`config.mk`:
```
export PLATFORM = sky130hd
export DESIGN_NAME = isp_frame_seq_ctrl
export DESIGN_NICKNAME = d
export VERILOG_FILES = /design/src/rtl/isp_seq_pkg.sv /design/src/rtl/isp_seq_watchdog.sv /design/src/rtl/isp_frame_seq_ctrl.sv
export SDC_FILE = /design/constraint.sdc
export NUM_CORES = 1
export LEC_CHECK = 0
export CORE_UTILIZATION = 60
export CTS_CLUSTER_DIAMETER = 200
export DETAILED_ROUTE_END_ITERATION = 10
export PLACE_DENSITY = 0.91
export REMOVE_ABC_BUFFERS = 1
export SYNTH_ARGS = -nofsm -noshare
export SYNTH_HDL_FRONTEND = slang
export SYNTH_HIERARCHICAL = 1
export SYNTH_SLANG_ARGS = --single-unit
```
`constraint.sdc`:
```
create_clock -name clk_pixel_i -period 5.3 [get_ports clk_pixel_i]
set_clock_uncertainty 0.1 [all_clocks]
set_input_delay 1.325 -clock clk_pixel_i [delete_from_list [all_inputs] [get_ports clk_pixel_i]]
set_output_delay 1.325 -clock clk_pixel_i [all_outputs]
set_load 0.1 [all_outputs]
```
`src/rtl/isp_seq_pkg.sv`:
```
// Shared definitions for the ISP frame sequencer: state encoding and error bit positions.
package isp_seq_pkg;

    localparam int unsigned STATE_W = 3;
    localparam int unsigned ERR_W   = 3;

    typedef enum logic [STATE_W-1:0] {
        StIdle    = 3'd0,
        StWaitSof = 3'd1,
        StActive  = 3'd2,
        StDrain   = 3'd3,
        StCommit  = 3'd4,
        StSkip    = 3'd5
    } isp_seq_state_e;

    // Plain-vector aliases so the state register stays a bare logic vector.
    localparam logic [STATE_W-1:0] ST_IDLE     = StIdle;
    localparam logic [STATE_W-1:0] ST_WAIT_SOF = StWaitSof;
    localparam logic [STATE_W-1:0] ST_ACTIVE   = StActive;
    localparam logic [STATE_W-1:0] ST_DRAIN    = StDrain;
    localparam logic [STATE_W-1:0] ST_COMMIT   = StCommit;
    localparam logic [STATE_W-1:0] ST_SKIP     = StSkip;

    localparam int unsigned ERR_SOF   = 0;
    localparam int unsigned ERR_STALL = 1;
    localparam int unsigned ERR_DRAIN = 2;

endpackage

```
`src/rtl/isp_seq_watchdog.sv`:
```
// Generic down-counting watchdog: load arms it, clear disarms it, expires when an armed count hits 0.
module isp_seq_watchdog
    import isp_seq_pkg::*;
#(
    parameter int unsigned CNT_W = 16
) (
    input  logic             clk_pixel_i,
    input  logic             rst_pixel_n_i,
    input  logic             clr_i,
    input  logic             load_i,
    input  logic [CNT_W-1:0] load_val_i,
    input  logic             dec_i,
    output logic             expired_o
);

    logic [CNT_W-1:0] cnt_q, cnt_d;
    logic             armed_q, armed_d;

    // Clear beats load beats decrement; the count saturates at zero.
    always_comb begin
        cnt_d   = cnt_q;
        armed_d = armed_q;
        if (clr_i) begin
            cnt_d   = '0;
            armed_d = 1'b0;
        end else if (load_i) begin
            cnt_d   = load_val_i;
            armed_d = 1'b1;
        end else if (dec_i && (cnt_q != '0)) begin
            cnt_d = cnt_q - CNT_W'(1);
        end
    end

    // Counter state.
    always_ff @(posedge clk_pixel_i or negedge rst_pixel_n_i) begin
        if (!rst_pixel_n_i) begin
            cnt_q   <= '0;
            armed_q <= 1'b0;
        end else begin
            cnt_q   <= cnt_d;
            armed_q <= armed_d;
        end
    end

    assign expired_o = armed_q && (cnt_q == '0);

endmodule

```
`src/rtl/isp_frame_seq_ctrl.sv`:
```
// Frame-level sequencer: gates pixel entry on frame boundaries, drains after EOF, then
// commits pending shadow configuration between frames and flags protocol faults.
// Build option ISP_FRAME_SKIP_EN: drop cfg_skip_i frames after a config load.
module isp_frame_seq_ctrl
    import isp_seq_pkg::*;
#(
    parameter int unsigned FRAME_CNT_W = 16,
    parameter int unsigned TIMEOUT_W   = 24,
    parameter int unsigned DRAIN_MAX   = 4096
) (
    input  logic                   clk_pixel_i,
    input  logic                   rst_pixel_n_i,
    input  logic                   enable_i,
    input  logic                   upd_req_i,
    input  logic [TIMEOUT_W-1:0]   cfg_timeout_i,
    input  logic [3:0]             cfg_skip_i,
    input  logic                   in_sof_i,
    input  logic                   in_eof_i,
    input  logic                   in_valid_i,
    input  logic                   out_eof_i,
    output logic                   pipe_en_o,
    output logic                   shadow_load_o,
    output logic                   upd_ack_o,
    output logic                   busy_o,
    output logic [FRAME_CNT_W-1:0] frame_cnt_o,
    output logic [31:0]            frame_pix_o,
    output logic                   drop_o,
    output logic [ERR_W-1:0]       err_o,
    input  logic                   err_clr_i,
    output logic [STATE_W-1:0]     state_o
);

    localparam int unsigned        DRAIN_W    = $clog2(DRAIN_MAX + 1);
    localparam logic [DRAIN_W-1:0] DRAIN_LOAD = DRAIN_W'(DRAIN_MAX - 1);

    logic [STATE_W-1:0]     state_q, state_d;
    logic [31:0]            pix_cnt_q, pix_cnt_d;
    logic [31:0]            pix_inc, pix_next;
    logic [FRAME_CNT_W-1:0] frame_cnt_q, frame_cnt_d;
    logic [31:0]            frame_pix_q, frame_pix_d;
    logic [ERR_W-1:0]       err_q, err_d;
    logic                   pending_q, pending_d;
    logic                   pipe_en_q, pipe_en_d;
    logic                   busy_q, busy_d;
    logic                   shadow_load_q, shadow_load_d;
    logic                   upd_ack_q, upd_ack_d;
    logic                   drop_q, drop_d;
    logic                   commit_load;

    logic stall_load, stall_clr, stall_dec, stall_expired;
    logic drain_load, drain_clr, drain_dec, drain_expired;

`ifdef ISP_FRAME_SKIP_EN
    logic [3:0] skip_cnt_q, skip_cnt_d;
`else
    logic unused_cfg_skip;
    assign unused_cfg_skip = ^cfg_skip_i;
`endif

    assign pix_inc     = (&pix_cnt_q) ? pix_cnt_q : pix_cnt_q + 32'd1;
    assign pix_next    = in_valid_i ? pix_inc : pix_cnt_q;
    // A request landing in the commit cycle itself is folded into that commit.
    assign commit_load = pending_q | upd_req_i;

    // Next-state, counters, error flags and registered-output values.
    always_comb begin
        state_d       = state_q;
        pix_cnt_d     = pix_cnt_q;
        frame_cnt_d   = frame_cnt_q;
        frame_pix_d   = frame_pix_q;
        err_d         = err_clr_i ? '0 : err_q;
        pending_d     = pending_q | upd_req_i;
        shadow_load_d = 1'b0;
        upd_ack_d     = 1'b0;
        drop_d        = 1'b0;
        stall_load    = 1'b0;
`ifdef ISP_FRAME_SKIP_EN
        skip_cnt_d    = skip_cnt_q;
`endif
        unique case (state_q)
            ST_IDLE: begin
                if (pending_q) begin
                    state_d = ST_COMMIT;
                end else if (enable_i) begin
                    state_d = ST_WAIT_SOF;
                end
            end
            ST_WAIT_SOF: begin
                if (!enable_i) begin
                    state_d = ST_IDLE;
                end else if (in_sof_i) begin
                    state_d     = ST_ACTIVE;
                    frame_cnt_d = frame_cnt_q + FRAME_CNT_W'(1);
                    pix_cnt_d   = '0;
                    stall_load  = 1'b1;
                end
            end
            ST_ACTIVE: begin
                // enable_i is deliberately ignored here so a frame is never cut short.
                if (in_eof_i) begin
                    state_d     = ST_DRAIN;
                    pix_cnt_d   = pix_next;
                    frame_pix_d = pix_next;
                end else if (stall_expired) begin
                    state_d          = ST_DRAIN;
                    err_d[ERR_STALL] = 1'b1;
                    frame_pix_d      = pix_next;
                end else if (in_sof_i) begin
                    err_d[ERR_SOF] = 1'b1;
                    frame_cnt_d    = frame_cnt_q + FRAME_CNT_W'(1);
                    pix_cnt_d      = '0;
                    stall_load     = 1'b1;
                end else begin
                    pix_cnt_d  = pix_next;
                    stall_load = in_valid_i;
                end
            end
            ST_DRAIN: begin
                drop_d = in_sof_i;
                if (out_eof_i) begin
                    state_d = ST_COMMIT;
                end else if (drain_expired) begin
                    state_d          = ST_COMMIT;
                    err_d[ERR_DRAIN] = 1'b1;
                end
            end
            ST_COMMIT: begin
                drop_d        = in_sof_i;
                shadow_load_d = commit_load;
                upd_ack_d     = commit_load;
                pending_d     = 1'b0;
`ifdef ISP_FRAME_SKIP_EN
                if (commit_load && (cfg_skip_i != '0)) begin
                    state_d    = ST_SKIP;
                    skip_cnt_d = cfg_skip_i;
                end else begin
                    state_d = enable_i ? ST_WAIT_SOF : ST_IDLE;
                end
`else
                state_d = enable_i ? ST_WAIT_SOF : ST_IDLE;
`endif
            end
`ifdef ISP_FRAME_SKIP_EN
            ST_SKIP: begin
                drop_d = in_sof_i;
                if (skip_cnt_q == '0) begin
                    state_d = enable_i ? ST_WAIT_SOF : ST_IDLE;
                end else if (in_eof_i) begin
                    skip_cnt_d = skip_cnt_q - 4'd1;
                end
            end
`endif
            default: begin
                state_d = ST_IDLE;
            end
        endcase
        pipe_en_d = (state_d == ST_ACTIVE);
        busy_d    = (state_d != ST_IDLE);
    end

    // Stall watchdog only runs while the frame stays active with a non-zero timeout.
    assign stall_clr = (cfg_timeout_i == '0) || (state_d != ST_ACTIVE);
    assign stall_dec = (state_q == ST_ACTIVE);

    // Drain watchdog is armed on DRAIN entry and gives DRAIN_MAX cycles for out_eof_i.
    assign drain_load = (state_d == ST_DRAIN) && (state_q != ST_DRAIN);
    assign drain_clr  = (state_d != ST_DRAIN);
    assign drain_dec  = (state_q == ST_DRAIN);

    isp_seq_watchdog #(
        .CNT_W (TIMEOUT_W)
    ) u_stall_wdog (
        .clk_pixel_i   (clk_pixel_i),
        .rst_pixel_n_i (rst_pixel_n_i),
        .clr_i         (stall_clr),
        .load_i        (stall_load),
        .load_val_i    (cfg_timeout_i),
        .dec_i         (stall_dec),
        .expired_o     (stall_expired)
    );

    isp_seq_watchdog #(
        .CNT_W (DRAIN_W)
    ) u_drain_wdog (
        .clk_pixel_i   (clk_pixel_i),
        .rst_pixel_n_i (rst_pixel_n_i),
        .clr_i         (drain_clr),
        .load_i        (drain_load),
        .load_val_i    (DRAIN_LOAD),
        .dec_i         (drain_dec),
        .expired_o     (drain_expired)
    );

    // Sequencer state and all registered outputs.
    always_ff @(posedge clk_pixel_i or negedge rst_pixel_n_i) begin
        if (!rst_pixel_n_i) begin
            state_q       <= ST_IDLE;
            pix_cnt_q     <= '0;
            frame_cnt_q   <= '0;
            frame_pix_q   <= '0;
            err_q         <= '0;
            pending_q     <= 1'b0;
            pipe_en_q     <= 1'b0;
            busy_q        <= 1'b0;
            shadow_load_q <= 1'b0;
            upd_ack_q     <= 1'b0;
            drop_q        <= 1'b0;
        end else begin
            state_q       <= state_d;
            pix_cnt_q     <= pix_cnt_d;
            frame_cnt_q   <= frame_cnt_d;
            frame_pix_q   <= frame_pix_d;
            err_q         <= err_d;
            pending_q     <= pending_d;
            pipe_en_q     <= pipe_en_d;
            busy_q        <= busy_d;
            shadow_load_q <= shadow_load_d;
            upd_ack_q     <= upd_ack_d;
            drop_q        <= drop_d;
        end
    end

`ifdef ISP_FRAME_SKIP_EN
    // Remaining frames to discard after a config load.
    always_ff @(posedge clk_pixel_i or negedge rst_pixel_n_i) begin
        if (!rst_pixel_n_i) begin
            skip_cnt_q <= '0;
        end else begin
            skip_cnt_q <= skip_cnt_d;
        end
    end
`endif

    assign pipe_en_o     = pipe_en_q;
    assign shadow_load_o = shadow_load_q;
    assign upd_ack_o     = upd_ack_q;
    assign busy_o        = busy_q;
    assign frame_cnt_o   = frame_cnt_q;
    assign frame_pix_o   = frame_pix_q;
    assign drop_o        = drop_q;
    assign err_o         = err_q;
    assign state_o       = state_q;

endmodule

```
==> reports/qor.csv <==
stage,metric,value,unit
status,status,"complete, no violations",
route,drt_iter0_drc,957,
yosys,seq_area_frac_synth,42.5,%
route,viasPerCell,6.57,
worst_hold_path,hold_class,reg -> reg,
yosys,synth-xor-area-share,2.52,%
clocking,clockBufferDepth,2,
critical_path,crit_path_cell_trace,inv_1 -> ha_1 -> or4b_1 -> nor3_1 -> nor3b_1 -> o21ai_2 -> buf_4 -> inv_2 -> inv_1 -> and4_1 -> a2111oi_1,
clocking,path_clk_slew,0.06,ns
sta,fin_crit_sh,78.7,%
clocking,insertion_delay,0.43,ns
sta,hold_viol,0,
power_and_ir_drop,vdd_ir_drop_max,0.431,mV
clocking,cts_tree,yes,
yosys,yosys.area_share.simple,26.2,%
yosys,synth-edff-count,0,
route,route.vias.total,7189,
critical_path,cp_top_family,simple AND/OR/NAND/NOR gates,
grt,overflow,0,
clocking,cts_sinks,130,
grt,busiest_layer,met2,
yosys,synthCells,840,
critical_path,max_stage_delay,0.54,ns
yosys,synth-compound-area-share,21.5,%
yosys,synthMuxAreaShare,0.539,%
yosys,netlist_area,7650,sq um
clocking,postCtsResizedCells,0,
sta,tns,0,ns
final_layout,nNetsFinal,956,
die,die-area,13200,sq um
die,start_util,62.7,%
die,row_count,40,
final_layout,drive_above_1_share,9.18,%
sta,rsz0062_at_grt,false,
die,die_h,115,microns
power_and_ir_drop,power.density,469,nW/um^2
place,hpwl,12800,microns
clocking,root_buffer,clkbuf_16,
sta,slew_violations,0,
grt,met3_usage,6.17,%
sta,worstMarginPinSlew,1.08,ns
grt,grt_pass1_vias,6539,
critical_path,critical_path_arrival,4.37,ns
critical_path,cp-end-kind,flip-flop,
sta,setup_viol,0,
grt,grt_pass1_wl,32200,microns
die,coreArea,12200,sq um
place,io_buffers,91,
yosys,synth_fa_ha_area_share,0.981,%
yosys,synthFlopType,dfrtp_1,
critical_path,cp.required,5.50,ns
route,wl_per_cell,17.8,microns
grt,grt_usage,31.2,%
die,io_pins,96,
yosys,synth_top_family_by_area,simple AND/OR/NAND/NOR gates,
sta,layout_min_cycle_time,4.17,ns
sta,relSlewSlack,27.3,%
route,first_pass_iters,7,
yosys,synth.distinct_cells,85,
critical_path,crit_top_cell,inv_1,
place,preCtsSetupSlack,1.28,ns
clocking,htreeDepth,4,
route,routed_wl,19400,microns
die,die_x,115,microns
yosys,syn_avg_cell_area,9.11,sq um
grt,antenna_found_initial,0,
critical_path,crit_slowest_cell,nor3b_1,
route,drc,0,
yosys,ys_seq_elements,130,
clocking,cts_setup_buffers,0,
clocking,cts-buffers-inserted,17,
final_layout,area_growth,20.1,%
critical_path,startpoint_type,flip-flop,
grt,grt_use_met1,43.0,%
place,gp_congestion,0.886,
critical_path,path_max_fanout,37,
job,maxCapViolations,0,
route,ant_nets,0,
yosys,yosys_warnings,6,
clocking,postCtsHoldBufs,0,
power_and_ir_drop,power_leakage,3.67,nW
sta,fmax,0.240,GHz
yosys,async_flop_share,100,%
grt,grt_max_degree,59,
critical_path,crit_buf_inv,4,
critical_path,critPathKind,reg -> reg,
final_layout,diodes,0,
grt,grtUsageMet2,48.7,%
sta,worst_slack,1.13,ns
report_power, final:
group	internal, mW	total, mW	switching [mW]
clock network	0.786	1.22	0.432
registers	1.14	1.26	0.121
logic	0.435	1.84	1.40
cell families (layout without fill, tap and decap cells):
family | after synthesis | after routing
muxes | 4 | 4
DFF | 130 | 130
AOI/OAI and AO/OA | 226 | 226
adders and majority gates | 6 | 6
buffers and inverters | 89 | 164
and+or+nand+nor | 361 | 361
other | 2 | 13
xor gates and xnor gates | 22 | 22
final timing paths:
kind,slack [ns],to,depth (start not counted),startpoint
setup / recovery,1.13,u_drain_wdog/cnt_q[2],11,u_stall_wdog/cnt_q[0]
hold / removal,0.37,frame_cnt_o[15],1,frame_cnt_o[15]
setup reg to reg,1.13,u_drain_wdog/cnt_q[2],11,u_stall_wdog/cnt_q[0]
hold reg to reg,0.37,frame_cnt_o[15],1,frame_cnt_o[15]
max in group asynchronous,3.25,frame_pix_o[5],2,rst_pixel_n_i
min in group asynchronous,0.82,u_stall_wdog/cnt_q[18],1,rst_pixel_n_i
synth_stat cells, drive strengths merged, types with 7 or more instances:
cell / instances / share of area, %
o211ai: 20 / 2.0
or4: 32 / 3.3
a311oi: 14 / 1.7
nand3b: 7 / 0.69
xnor2: 12 / 1.4
buf: 35 / 2.9
and4: 10 / 1.2
clkbuf: 24 / 1.4
a21oi: 21 / 1.4
o31ai: 19 / 2.1
o311ai: 7 / 0.80
nor4: 21 / 2.0
and3: 13 / 1.1
and2: 8 / 0.65
nand3: 40 / 2.7
dfrtp: 130 / 43
o21ai: 45 / 2.9
xor2: 10 / 1.1
or3: 28 / 2.4
inv: 29 / 1.4
a31oi: 39 / 3.3
a41oi: 7 / 0.80
nor2: 72 / 3.5
nand2: 72 / 3.6
nand4: 14 / 1.2
nor3: 24 / 1.8
state kept, by name (all words and copies together) (netlist names):
| register | count |
|---|---|
| u_stall_wdog/cnt_q | 24 |
| frame_pix_o | 32 |
| busy_o | 1 |
| frame_cnt_o | 16 |
| u_drain_wdog/cnt_q | 13 |
| u_drain_wdog/armed_q | 1 |
| upd_ack_o | 1 |
| drop_o | 1 |
| err_o | 3 |
| pending_q | 1 |
| u_stall_wdog/armed_q | 1 |
| state_o | 3 |
| pix_cnt_q | 32 |
| pipe_en_o | 1 |
worst reg2reg max path, stage by stage, from the launching register on:
cell and delay, ns:
dfrtp_1 0.42, inv_1 0.12, ha_1 0.16, or4b_1 0.44
nor3_1 0.33, nor3b_1 0.54, o21ai_2 0.14, buf_4 0.25
inv_2 0.52, inv_1 0.40, and4_1 0.29, a2111oi_1 0.34
per-stage QoR:
step                hold slack, ns  instance area [sq um]  util [%]  cells  power (mW)
floorplan                    0.352                   7370         -    792        2.60
global placement             0.356                   8580      70.2   1062        3.07
detailed placement           0.361                   8580      70.2   1062        3.09
CTS                          0.368                   9190      75.3   1094        4.32
global route                 0.382                   9190      75.3   1094        4.47
finish                       0.368                   9190      75.3   1094        4.31
layout by cell type (no fill, tap or decap), drive strengths merged, types with 14 or more instances in the layout:
| cell | instances |
|---|---|
| a21oi | 21 |
| a311oi | 14 |
| a31oi | 39 |
| clkbuf | 23 |
| clkdlybuf4s50 | 90 |
| dfrtp | 130 |
| inv | 29 |
| nand2 | 72 |
| nand3 | 40 |
| nand4 | 14 |
| nor2 | 72 |
| nor3 | 24 |
| nor4 | 21 |
| o211ai | 20 |
| o21ai | 45 |
| o31ai | 19 |
| or3 | 28 |
| or4 | 32 |
per-layer routing:
metal | wire length [microns] | part of all wire (%)
met1 | 8480 | 44
met2 | 9120 | 47
met3 | 1510 | 7.8
met4 | 321 | 1.7
met5 | 0 | 0
cell type report:
cell class                 count  area [sq um]
clock buffer                  23           488
clock inverter                 9           128
fill                         851          3020
inverter                      30           113
multi-input combinational    632          4010
sequential                   130          3250
tap                          168           210
timing repair buffer         102           991
No activity file was read; power rests on OpenSTA's default activity.
